File: config.mk
export PLATFORM = sky130hd
export DESIGN_NAME = pc_sequencer
export DESIGN_NICKNAME = d
export VERILOG_FILES = /design/src/rtl/pc_seq_pkg.sv /design/src/rtl/pc_ret_stack.sv /design/src/rtl/pc_sequencer.sv
export SDC_FILE = /design/constraint.sdc
export NUM_CORES = 1
export LEC_CHECK = 0
export ABC_AREA = 1
export CAP_MARGIN = 10
export CORE_ASPECT_RATIO = 1.1
export CORE_MARGIN = 3
export CORE_UTILIZATION = 64
export CTS_BUF_LIST = sky130_fd_sc_hd__clkbuf_2 sky130_fd_sc_hd__clkbuf_4 sky130_fd_sc_hd__clkbuf_8
export CTS_CLUSTER_DIAMETER = 60
export DETAILED_ROUTE_END_ITERATION = 10
export DONT_BUFFER_PORTS = 1
export GPL_TIMING_DRIVEN = 0
export PLACE_DENSITY = 0.91
export SLEW_MARGIN = 30
export SYNTH_ARGS = -nofsm -noshare
export SYNTH_HDL_FRONTEND = slang
export SYNTH_SLANG_ARGS = --single-unit
export TNS_END_PERCENT = 5
File: constraint.sdc
create_clock -name clk -period 2.8 [get_ports clk]
set_clock_uncertainty 0.2 [all_clocks]
set_input_delay 0.28 -clock clk [delete_from_list [all_inputs] [get_ports clk]]
set_output_delay 0.28 -clock clk [all_outputs]
set_load 0.005 [all_outputs]
File: src/rtl/pc_seq_pkg.sv
// Shared types and constants for the program-counter sequencer.
package pc_seq_pkg;

  typedef enum logic [1:0] {
    ST_IDLE = 2'd0,
    ST_RUN  = 2'd1,
    ST_HALT = 2'd2
  } pc_seq_state_t;

  // Request bit positions; a higher index wins arbitration.
  localparam int unsigned REQ_JMP  = 0;
  localparam int unsigned REQ_CALL = 1;
  localparam int unsigned REQ_RET  = 2;
  localparam int unsigned REQ_IRET = 3;
  localparam int unsigned REQ_IRQ  = 4;
  localparam int unsigned REQ_HALT = 5;
  localparam int unsigned REQ_N    = 6;

  localparam int unsigned PC_SEQ_PC_W      = 8;
  localparam logic [7:0]  PC_SEQ_RESET_VEC = 8'h00;
  localparam logic [7:0]  PC_SEQ_IRQ_VEC   = 8'hF0;

endpackage

File: src/rtl/pc_ret_stack.sv
// Circular return-address LIFO: a push when full overwrites the oldest entry,
// a pop when empty leaves the stack untouched. Overflow/underflow flag the current op.
module pc_ret_stack #(
  parameter int unsigned W     = 8,
  parameter int unsigned DEPTH = 4
) (
  input  logic         clk,
  input  logic         rst_n,
  input  logic         push_i,
  input  logic         pop_i,
  input  logic [W-1:0] data_i,
  output logic [W-1:0] top_o,
  output logic         empty_o,
  output logic         full_o,
  output logic         ovf_o,
  output logic         unf_o
);

  localparam int unsigned AW = $clog2(DEPTH);

  logic [AW-1:0]             sp_q;
  logic [AW:0]               cnt_q;
  logic [DEPTH-1:0][W-1:0]   mem_q;

  assign empty_o = (cnt_q == '0);
  assign full_o  = (cnt_q == (AW+1)'(DEPTH));
  assign ovf_o   = push_i & full_o;
  assign unf_o   = pop_i & empty_o;
  assign top_o   = mem_q[sp_q - AW'(1)];

  // sp wraps modulo DEPTH, so a full push lands on the oldest slot.
  always_ff @(posedge clk or negedge rst_n) begin
    if (!rst_n) begin
      sp_q  <= '0;
      cnt_q <= '0;
    end else if (push_i) begin
      sp_q <= sp_q + AW'(1);
      if (!full_o) cnt_q <= cnt_q + (AW+1)'(1);
    end else if (pop_i && !empty_o) begin
      sp_q  <= sp_q - AW'(1);
      cnt_q <= cnt_q - (AW+1)'(1);
    end
  end

  always_ff @(posedge clk) begin
    if (push_i) mem_q[sp_q] <= data_i;
  end

endmodule

File: src/rtl/pc_sequencer.sv
// Branch/run/halt sequencer driving the P_C register with registered commands.
// Define PC_SEQ_RAS_EN to enable call/return through the return-address stack.
module pc_sequencer
  import pc_seq_pkg::*;
#(
  parameter int unsigned     PC_W      = PC_SEQ_PC_W,
  parameter logic [PC_W-1:0] RESET_VEC = PC_W'(PC_SEQ_RESET_VEC),
  parameter logic [PC_W-1:0] IRQ_VEC   = PC_W'(PC_SEQ_IRQ_VEC),
  parameter int unsigned     RAS_DEPTH = 4
) (
  input  logic            clk,
  input  logic            power,
  input  logic            run_req,
  input  logic            halt_req,
  input  logic            irq_req,
  input  logic            iret_req,
  input  logic            jmp_req,
  input  logic            call_req,
  input  logic            ret_req,
  input  logic [PC_W-1:0] jmp_target,
  input  logic [PC_W-1:0] pc,
  output logic            branch_en,
  output logic [PC_W-1:0] branch_pc,
  output logic            stop_en,
  output logic            ack,
  output logic            in_isr,
  output logic [PC_W-1:0] epc,
  output logic            ras_err
);

`ifdef PC_SEQ_RAS_EN
  localparam bit RAS_EN = 1'b1;
`else
  localparam bit RAS_EN = 1'b0;
`endif

  pc_seq_state_t   state_q, state_d;
  logic            ben_q, ben_d, stop_q, stop_d, ack_q, ack_d, isr_q, isr_d;
  logic [PC_W-1:0] bpc_q, bpc_d, epc_q, epc_d;
  logic [REQ_N-1:0] elig;
  int unsigned     win;

`ifdef PC_SEQ_RAS_EN
  logic            push, pop, stk_empty, stk_full, stk_ovf, stk_unf, ras_err_q;
  logic [PC_W-1:0] stk_top;

  pc_ret_stack #(.W(PC_W), .DEPTH(RAS_DEPTH)) u_stk (
    .clk     (clk),
    .rst_n   (power),
    .push_i  (push),
    .pop_i   (pop),
    .data_i  (pc + PC_W'(1)),
    .top_o   (stk_top),
    .empty_o (stk_empty),
    .full_o  (stk_full),
    .ovf_o   (stk_ovf),
    .unf_o   (stk_unf)
  );

  always_ff @(posedge clk or negedge power) begin
    if (!power) ras_err_q <= 1'b0;
    else        ras_err_q <= ras_err_q | stk_ovf | stk_unf;
  end
  assign ras_err = ras_err_q;
`else
  assign ras_err = 1'b0;
`endif

  // Masked irq / unmatched iret drop out here so the next request is considered.
  always_comb begin
    elig           = '0;
    elig[REQ_HALT] = halt_req;
    elig[REQ_IRQ]  = irq_req & ~isr_q;
    elig[REQ_IRET] = iret_req & isr_q;
    elig[REQ_RET]  = ret_req & RAS_EN;
    elig[REQ_CALL] = call_req;
    elig[REQ_JMP]  = jmp_req;
    win = REQ_JMP;
    for (int unsigned i = 0; i < REQ_N; i++)
      if (elig[i]) win = i;
  end

  always_comb begin
    state_d = state_q;
    ben_d   = 1'b0;
    bpc_d   = bpc_q;
    stop_d  = stop_q;
    ack_d   = 1'b0;
    isr_d   = isr_q;
    epc_d   = epc_q;
`ifdef PC_SEQ_RAS_EN
    push    = 1'b0;
    pop     = 1'b0;
`endif
    case (state_q)
      ST_IDLE: begin
        stop_d = 1'b1;
        if (run_req) begin
          state_d = ST_RUN;
          stop_d  = 1'b0;
          ben_d   = 1'b1;
          bpc_d   = RESET_VEC;
          ack_d   = 1'b1;
        end
      end
      ST_RUN: begin
        stop_d = 1'b0;
        if (|elig) begin
          ack_d = 1'b1;
          case (win)
            REQ_HALT: begin
              state_d = ST_HALT;
              stop_d  = 1'b1;
            end
            REQ_IRQ: begin
              epc_d = pc;
              isr_d = 1'b1;
              ben_d = 1'b1;
              bpc_d = IRQ_VEC;
            end
            REQ_IRET: begin
              isr_d = 1'b0;
              ben_d = 1'b1;
              bpc_d = epc_q;
            end
`ifdef PC_SEQ_RAS_EN
            REQ_RET: begin
              pop = 1'b1;
              if (!stk_empty) begin
                ben_d = 1'b1;
                bpc_d = stk_top;
              end
            end
            REQ_CALL: begin
              push  = 1'b1;
              ben_d = 1'b1;
              bpc_d = jmp_target;
            end
`endif
            default: begin
              ben_d = 1'b1;
              bpc_d = jmp_target;
            end
          endcase
        end
      end
      ST_HALT: begin
        stop_d = 1'b1;
        if (run_req) begin
          state_d = ST_RUN;
          stop_d  = 1'b0;
          ack_d   = 1'b1;
        end
      end
      default: begin
        state_d = ST_IDLE;
        stop_d  = 1'b1;
      end
    endcase
  end

  always_ff @(posedge clk or negedge power) begin
    if (!power) begin
      state_q <= ST_IDLE;
      ben_q   <= 1'b0;
      bpc_q   <= '0;
      stop_q  <= 1'b1;
      ack_q   <= 1'b0;
      isr_q   <= 1'b0;
      epc_q   <= '0;
    end else begin
      state_q <= state_d;
      ben_q   <= ben_d;
      bpc_q   <= bpc_d;
      stop_q  <= stop_d;
      ack_q   <= ack_d;
      isr_q   <= isr_d;
      epc_q   <= epc_d;
    end
  end

  assign branch_en = ben_q;
  assign branch_pc = bpc_q;
  assign stop_en   = stop_q;
  assign ack       = ack_q;
  assign in_isr    = isr_q;
  assign epc       = epc_q;

endmodule

Word-level counts from Yosys, hierarchy flattened. Index checks and enable logic that the tools add are counted. W data, S select, Z words.

Register bits: 22. Input bits: 25. Logic and storage cells: 52. Output and inout bits: 21.

Reductions and logical operators: 9. Equality and inequality tests: 10. Bitwise gates (word level): 3. Mux-type cells: 23.

Operators by type and width (count): $eq A32 B3 Y1 const B (2); $eq A32 B2 Y1 const B (1); $mux W32 (1); $pmux W8 S3 (1); $mux W8 (2); $pmux W8 S2 (1); $reduce_and A3 Y1 (3); $mux W1 (8); $mux W2 (4); $pmux W1 S2 (4); $ne A2 B2 Y1 const B (3); $reduce_or A5 Y1 (1); $ne A2 B1 Y1 const B (2); $pmux W2 S2 (1); $reduce_and A4 Y1 (1); $reduce_bool A2 Y1 (2); $mux W3 (1); $and A1 B1 Y1 (2); $eq A2 B1 Y1 const B (1); $eq A2 B2 Y1 const B (1); $logic_not A2 Y1 (1); $reduce_or A2 Y1 (1); $not A1 Y1 (1).

Depth between registers and ports, before layout. Gate-level depths: netlist of the first run.

Depth in word-level cells: 8. Gate-level depth with buffers: 8.

Least setup slack after synthesis of the first run. OpenSTA, ideal clock, no wires.

Path type: reg-to-reg. Start point: register isr_q, in the netlist in_isr. End point: register epc_q[0], in the netlist epc[0]. Library setup time: 0.117 ns. Data required time: 2.483 ns. Arrival time: 1.145 ns. Path buffers: 0. Cell stages (with the launch flop): 7. Path slack: 1.338 ns. Cell sequence: dfrtp_1 -> inv_1 -> nand3_2 -> a21oi_4 -> nand2_4 -> nand2_1 -> nand2_1.

Cells in the longest elaborated chain, start to end: 6. Elaborated cells between the ends (all ways): 9. Classes of those cells: eq/ne (1); mux (3); bitwise (3); reduce/logical (2).

RTL lines: start, declared (RTL line pc_sequencer.sv:38) `logic ben_q, ben_d, stop_q, stop_d, ack_q, ack_d, isr_q, isr_d;`; start signal, assigned (RTL line pc_sequencer.sv:177) `isr_q <= isr_d;`; $and A1 B1 Y1 or $not A1 Y1 (tied branches) (RTL line pc_sequencer.sv:74, pc_sequencer.sv:73); $mux W2 or $and A1 B1 Y1 (tied branches) (RTL line pc_sequencer.sv:80, pc_sequencer.sv:73); $mux W3 (RTL line pc_sequencer.sv:80) `if (elig[i]) win = i;`; $mux W32 (RTL line pc_sequencer.sv:80); $eq A32 B3 Y1 (RTL line pc_sequencer.sv:110) `case (win)`; $reduce_and A3 Y1 (no source line) (*); end signal, assigned (RTL line pc_sequencer.sv:178) `epc_q <= epc_d;`; end, declared (RTL line pc_sequencer.sv:39) `logic [PC_W-1:0] bpc_q, bpc_d, epc_q, epc_d;`.

Mark *: on every way between the ends. The rest lies on a longest branch, timed or not. A chain may end at the register's enable or synchronous reset.

Worst setup path in the final report of the first run.
Start point: register state_q[0]. End point: register state_q[1].

Cells in the longest elaborated chain, start to end: 4. Elaborated cells between the ends (all ways): 9. Classes of those cells: eq/ne (5); mux (1); reduce/logical (3).

RTL lines: start, declared (RTL line pc_sequencer.sv:37) `pc_seq_state_t state_q, state_d;`; start signal, assigned (RTL line pc_sequencer.sv:172) `state_q <= state_d;`; $eq A2 B2 Y1 or $logic_not A2 Y1 (tied branches) (RTL line pc_sequencer.sv:95) `case (state_q)`; $reduce_or A2 Y1 (no source line); $ne A2 B1 Y1 (no source line); $reduce_and A3 Y1 (no source line).

Several ways; a longest one is shown, not always the timed one.

==> results of run 1 <==
## cells by family (layout without fill, tap and decap cells)
logic type / after synthesis / in the layout
and+or+nand+nor: 93 / 93
DFF: 22 / 22
buffers and inverters: 14 / 31
AOI/OAI and AO/OA: 6 / 6
other: 1 / 1
## final timing paths
path / end / cells past startpoint / startpoint
min in group asynchronous: ack / 2 / power
hold / removal: branch_pc[7] / 4 / jmp_target[7]
max in group asynchronous: stop_en / 2 / power
hold reg to reg: branch_pc[2] / 2 / branch_pc[2]
setup reg to reg: state_q[1] / 5 / state_q[0]
setup / recovery: state_q[1] / 5 / state_q[0]
## state kept, by name (all words and copies together) (netlist names)
| register | flops |
|---|---|
| branch_pc | 8 |
| epc | 8 |
| state_q | 2 |
| ack | 1 |
| branch_en | 1 |
| in_isr | 1 |
| stop_en | 1 |
## critical path: stages (launching register included)
cell	delay (ns)
dfrtp_1	0.38
inv_1	0.12
nor2_1	0.07
inv_1	0.19
o22ai_1	0.10
dlygate4sd3_1	0.57
## through the flow
step | cell area (um2) | hold WS, ns | total power, mW | setup slack, ns | instances
final | 1277 | 0.02251 | 1.023 | 1.060 | 170
after global routing | 1277 | 0.03642 | 1.111 | 0.9681 | 170
after CTS | 1272 | 0.02454 | 1.021 | 1.097 | 169
after detailed placement | 1116 | -0.2151 | 0.8338 | 1.146 | 153
after global placement | 1116 | -0.2151 | 0.8109 | 1.201 | 153
after floorplan | 1095 | -0.2156 | 0.7624 | 1.338 | 136
## timing repair
action | CTS | global route
resized for setup | 0 | 0
hold endpoints to repair | 34 | 21
hold buffers | 12 | 1
## cells in the mapped netlist
cell type | n | share of area [%]
nor2_2 | 1 | 0.57
nor2_1 | 4 | 1.4
a21oi_4 | 1 | 1.5
nand4_1 | 2 | 1.1
conb_1 | 1 | 0.34
nand3_2 | 1 | 0.91
nand3_1 | 24 | 11
o21ai_2 | 1 | 0.80
nand3_4 | 1 | 1.6
inv_2 | 3 | 1.0
o22ai_1 | 1 | 0.57
o21ai_1 | 3 | 1.4
dfstp_2 | 1 | 2.4
clkinv_1 | 2 | 0.69
buf_4 | 3 | 2.1
nand2_1 | 57 | 20
inv_1 | 6 | 2.1
dfrtp_1 | 21 | 48
nor2_4 | 1 | 1.0
nand2_4 | 2 | 2.1
## power breakdown
| part | internal (mW) | switching [mW] | leakage (nW) | total [mW] |
|---|---|---|---|---|
| sequential | 0.437 | 0.112 | 0.278 | 0.549 |
| clock | 0.0792 | 0.0905 | 0.0210 | 0.170 |
| combinational | 0.113 | 0.191 | 0.386 | 0.304 |
## metal layers
layer  GRT usage, %  routed length (um)
met5              0                   0
met4          7.805                  34
met3          7.749                 196
met2          42.56                1275
met1          28.74                 959
## area by class of cell
class	count	area, um2	area share (%)
multi-input combinational	100	479.2	37.51
sequential	22	551.8	43.19
buffer	3	22.52	1.763
tap	17	21.27	1.665
inverter	11	41.29	3.232
timing repair buffer	13	125.1	9.794
clock buffer	4	36.28	2.840
==> results.sh, run 1 <==
export IMPL_fp_dieW_um=45.44
export IMPL_rsz0062_at_grt="no"
export IMPL_synth_compound_area_share_pct=4.229
export IMPL_drcViolationCount=0
export IMPL_clk_latency_ns=0.30
export IMPL_synthAdderAreaFrac_pct=0
export IMPL_synth_mux_area_share_pct=0
export IMPL_die_height_um=49.38
export IMPL_fin_util_pct=80.08
export IMPL_vias=979
export IMPL_yosysWarnings=0
export IMPL_worstHoldPathType="input pin to flip-flop"
export IMPL_start_util_pct=68.63
export IMPL_track_usage_pct=25.04
export IMPL_wirelength_um=2466
export IMPL_drv_cap=0
export IMPL_final_antenna_net_count=0
export IMPL_syn_cell_area_um2=1095
export IMPL_r2r_slack_ns=1.06
export IMPL_floorplan_die_area_um2=2243
export IMPL_cts_sinks=22
export IMPL_fin_nets=179
export IMPL_synth_nets=161
export IMPL_syn_inst=136
export IMPL_antenna_found_initial=0
export IMPL_cts_tree="yes"
export IMPL_num_io_pins=46
export IMPL_ctsHtreeMaxLevel=1
export IMPL_syn_to_final_growth_pct=16.69
export IMPL_cp_data_arrival_time_ns=1.74
export IMPL_peakVddDrop_mv=0.5351
export IMPL_via_per_inst=5.759
export IMPL_drtPass1Iterations=4
export IMPL_clkTransAtPathRegs_ns=0.12
export IMPL_rows=15
export IMPL_worst_setup_path_type="flip-flop to flip-flop"
export IMPL_synth_cell_types=20
export IMPL_status="complete, no violations"
export IMPL_drt_initial_drc_count=36
export IMPL_place_congestion=0.8197
export IMPL_hold_viol=0
export IMPL_final_common_cell="nand2_1"
export IMPL_drv_slew=0
export IMPL_fillers=103
export IMPL_dp_hpwl_um=1656
export IMPL_post_cts_buffers=0
export IMPL_core_area_um2=1595
export IMPL_fmax_mhz=574.7
export IMPL_finalCritPeriodShare_pct=62.14
export IMPL_end_kind="flip-flop"
export IMPL_drive_above_1_share_pct=13.07
export IMPL_cp_required_ns=2.80
export IMPL_final_cell_mix="nand2_1, nand3_1, dfrtp_1"
export IMPL_grt_pass1_vias=1014
export IMPL_post_drt_wl_per_cell_um=14.51
export IMPL_numPortBuffers=0
export IMPL_p_leak_nw=0.6847
export IMPL_ys_ff_latch=22
export IMPL_grt_pass1_wl_um=4236
export IMPL_synth_xor_area_share_pct=0
export IMPL_synthSimpleGateAreaFrac_pct=39.20
export IMPL_p_per_area_nw_per_um2=800.5
export IMPL_cts_buffer_depth=2
export IMPL_fin_setup_tns_ns=0
export IMPL_yosysSeqAreaShare_pct=50.40
export IMPL_synth_avg_cell_area_um2=8.050
export IMPL_critPathMaxFanout=5
export IMPL_diodes=0
export IMPL_synth_top_family_by_area="simple AND/OR/NAND/NOR gates"
export IMPL_grt_ovfl_total=0
export IMPL_cts_buffers=3
export IMPL_period_needed_ns=1.740
export IMPL_setup_viol=0
export IMPL_grt_start_max_net_pins=23
export IMPL_root_buffer="clkbuf_4"
export IMPL_crit_path_start_kind="flip-flop"
Power figures use the tool's default switching activity.
==> run 2, diff against run 1 <==
==> constraint.sdc (replaced) <==
create_clock -name clk -period 1.7 [get_ports clk]
set_clock_uncertainty 0.2 [all_clocks]
set_input_delay 0.17 -clock clk [delete_from_list [all_inputs] [get_ports clk]]
set_output_delay 0.17 -clock clk [all_outputs]
set_load 0.005 [all_outputs]
==> results.sh, run 2 (synthesis results as in run 1) <==
export IMPL_p_sw_share_pct=39.67
export IMPL_fin_nets=192
export IMPL_syn_to_final_growth_pct=28.46
export IMPL_multiInputGateArea_um2=484.2
export IMPL_wirelength_um=2838
export IMPL_finalCritPeriodShare_pct=94.60
export IMPL_place_congestion=0.8197
export IMPL_power_share_combinational_pct=31.9
export IMPL_cp_startpoint="in_isr"
export IMPL_place_ws_ns=0.04620
export IMPL_grt_pass1_vias=1049
export IMPL_cp_slowest_stage_delay_ns=0.49
export IMPL_min_path_cells=6
export IMPL_fp_dieW_um=45.44
export IMPL_drt_initial_drc_count=34
export IMPL_r2r_cells=6
export IMPL_crit_path_start_kind="flip-flop"
export IMPL_fin_ws_ns=0.09183
export IMPL_via_per_inst=5.743
export IMPL_end_kind="flip-flop"
export IMPL_p_clk_share_pct=16.3
export IMPL_final_cell_mix="nand2_1, nand3_1, dlygate4sd3_1"
export IMPL_timing_hold_ws_ns=-0.01127
export IMPL_start_util_pct=68.63
export IMPL_core_area_um2=1595
export IMPL_fillers=74
export IMPL_drive_above_1_share_pct=14.46
export IMPL_numPortBuffers=0
export IMPL_seq_area_um2=553.0
export IMPL_worstHoldPathType="input pin to flip-flop"
export IMPL_num_io_pins=46
export IMPL_cp_required_ns=1.75
export IMPL_period_needed_ns=1.608
export IMPL_dp_hpwl_um=1656
export IMPL_failed_checks="negative hold slack"
export IMPL_cp_data_arrival_time_ns=1.66
export IMPL_final_common_cell="nand2_1"
export IMPL_cts_tree="yes"
export IMPL_crit_chain="inv_1 > nand3_2 > a21oi_4 > buf_4 > nand3_1 > nand2_1"
export IMPL_drtPass1Iterations=4
export IMPL_antenna_found_initial=0
export IMPL_hold_path_end="branch_pc[6]"
export IMPL_p_per_area_nw_per_um2=1254
export IMPL_setup_viol=0
export IMPL_p_leak_nw=0.7423
export IMPL_ctsHtreeMaxLevel=1
export IMPL_seq_power_share_pct=51.8
export IMPL_fin_util_pct=88.16
export IMPL_floorplan_die_area_um2=2243
export IMPL_critPathMaxFanout=6
export IMPL_track_usage_pct=28.10
export IMPL_cts_sinks=22
export IMPL_hp_start="iret_req"
export IMPL_diodes=0
export IMPL_rows=15
export IMPL_crit_family="flip-flops"
export IMPL_timing_rr_start="in_isr"
export IMPL_drv_cap=0
export IMPL_clkTransAtPathRegs_ns=0.12
export IMPL_p_total_mw=1.764
export IMPL_p_sw_mw=0.6998
export IMPL_grt_ovfl_total=0
export IMPL_fmax_mhz=621.8
export IMPL_root_buffer="clkbuf_4"
export IMPL_cp_slowest_cell="dfrtp_2"
export IMPL_peakVddDrop_mv=1.004
export IMPL_worst_setup_path_type="flip-flop to flip-flop"
export IMPL_hold_viol=2
export IMPL_die_height_um=49.38
export IMPL_r2r_end="epc[3]"
export IMPL_drcViolationCount=0
export IMPL_grt_pass1_wl_um=4657
export IMPL_drv_slew=0
export IMPL_r2r_slack_ns=0.09
export IMPL_vias=1051
export IMPL_clk_latency_ns=0.31
export IMPL_p_int_mw=1.064
export IMPL_timing_critical_path_buf_inv=2
export IMPL_post_drt_wl_per_cell_um=15.51
export IMPL_cts_buffers=3
export IMPL_status="complete, but fails checks"
export IMPL_cts_buffer_depth=2
export IMPL_rsz0062_at_grt="yes"
export IMPL_grt_start_max_net_pins=23
export IMPL_final_antenna_net_count=0
-- run 2: how the worst max path moves through the flow --
| stage | endpoint | cells after the start | slack [ns] |
|---|---|---|---|
| floorplan | epc[0] | 6 | 0.24 |
| finish | epc[3] | 6 | 0.09 |
| global placement | epc[0] | 6 | 0.10 |
| detailed placement | epc[2] | 6 | 0.05 |
| global route | branch_pc[2] | 8 | -0.02 |
| CTS | epc[2] | 7 | 0.01 |
-- run 2: final cells by class --
| type | instances | area share [%] |
|---|---|---|
| sequential | 22 | 39.32 |
| multi-input combinational | 100 | 34.43 |
| timing repair buffer | 26 | 17.62 |
| inverter | 11 | 2.936 |
| clock buffer | 4 | 2.580 |
| buffer | 3 | 1.601 |
| tap | 17 | 1.512 |
-- run 2: timing repair --
action	4_1_cts	5_1_grt
buffers inserted	0	3
hold buffers	22	1
gates resized for setup	0	2
endpoints found under the setup margin	0	15
hold endpoints to repair	42	22
-- run 2: worst register-to-register path, cell delays in order (launching register included) --
cell and delay [ns]:
dfrtp_2 0.49, inv_1 0.12, nand3_2 0.15, a21oi_4 0.26, buf_4 0.17, nand3_1 0.08
nand2_1 0.08
-- run 2: routing by layer --
metal  GRT usage, %  routed length [um]  part of all wire [%]
met5              0                   0                     0
met4          8.293                  34                   1.2
met3          6.642                 177                   6.2
met2          47.44                1490                    53
met1          34.12                1137                    40
-- run 2: power by group through the flow --
stage	Sequential (mW)	Combinational, mW	Clock (mW)
floorplan	0.872	0.384	0
global placement	0.909	0.427	0
detailed placement	0.919	0.454	0
CTS	0.907	0.510	0.280
global route	0.937	0.645	0.311
finish	0.915	0.563	0.287
-- run 2: per-stage QoR --
| stage | cells | instance area (um2) | TNS, ns | hold WS, ns |
|---|---|---|---|---|
| 2_1_floorplan | 136 | 1095 | 0 | -0.3256 |
| 3_3_place_gp | 153 | 1116 | 0 | -0.3251 |
| 3_5_place_dp | 153 | 1116 | 0 | -0.3251 |
| 4_1_cts | 179 | 1373 | 0 | 0.004118 |
| 5_1_grt | 183 | 1406 | -0.05377 | 0.03419 |
| 6_report | 183 | 1406 | 0 | -0.01127 |
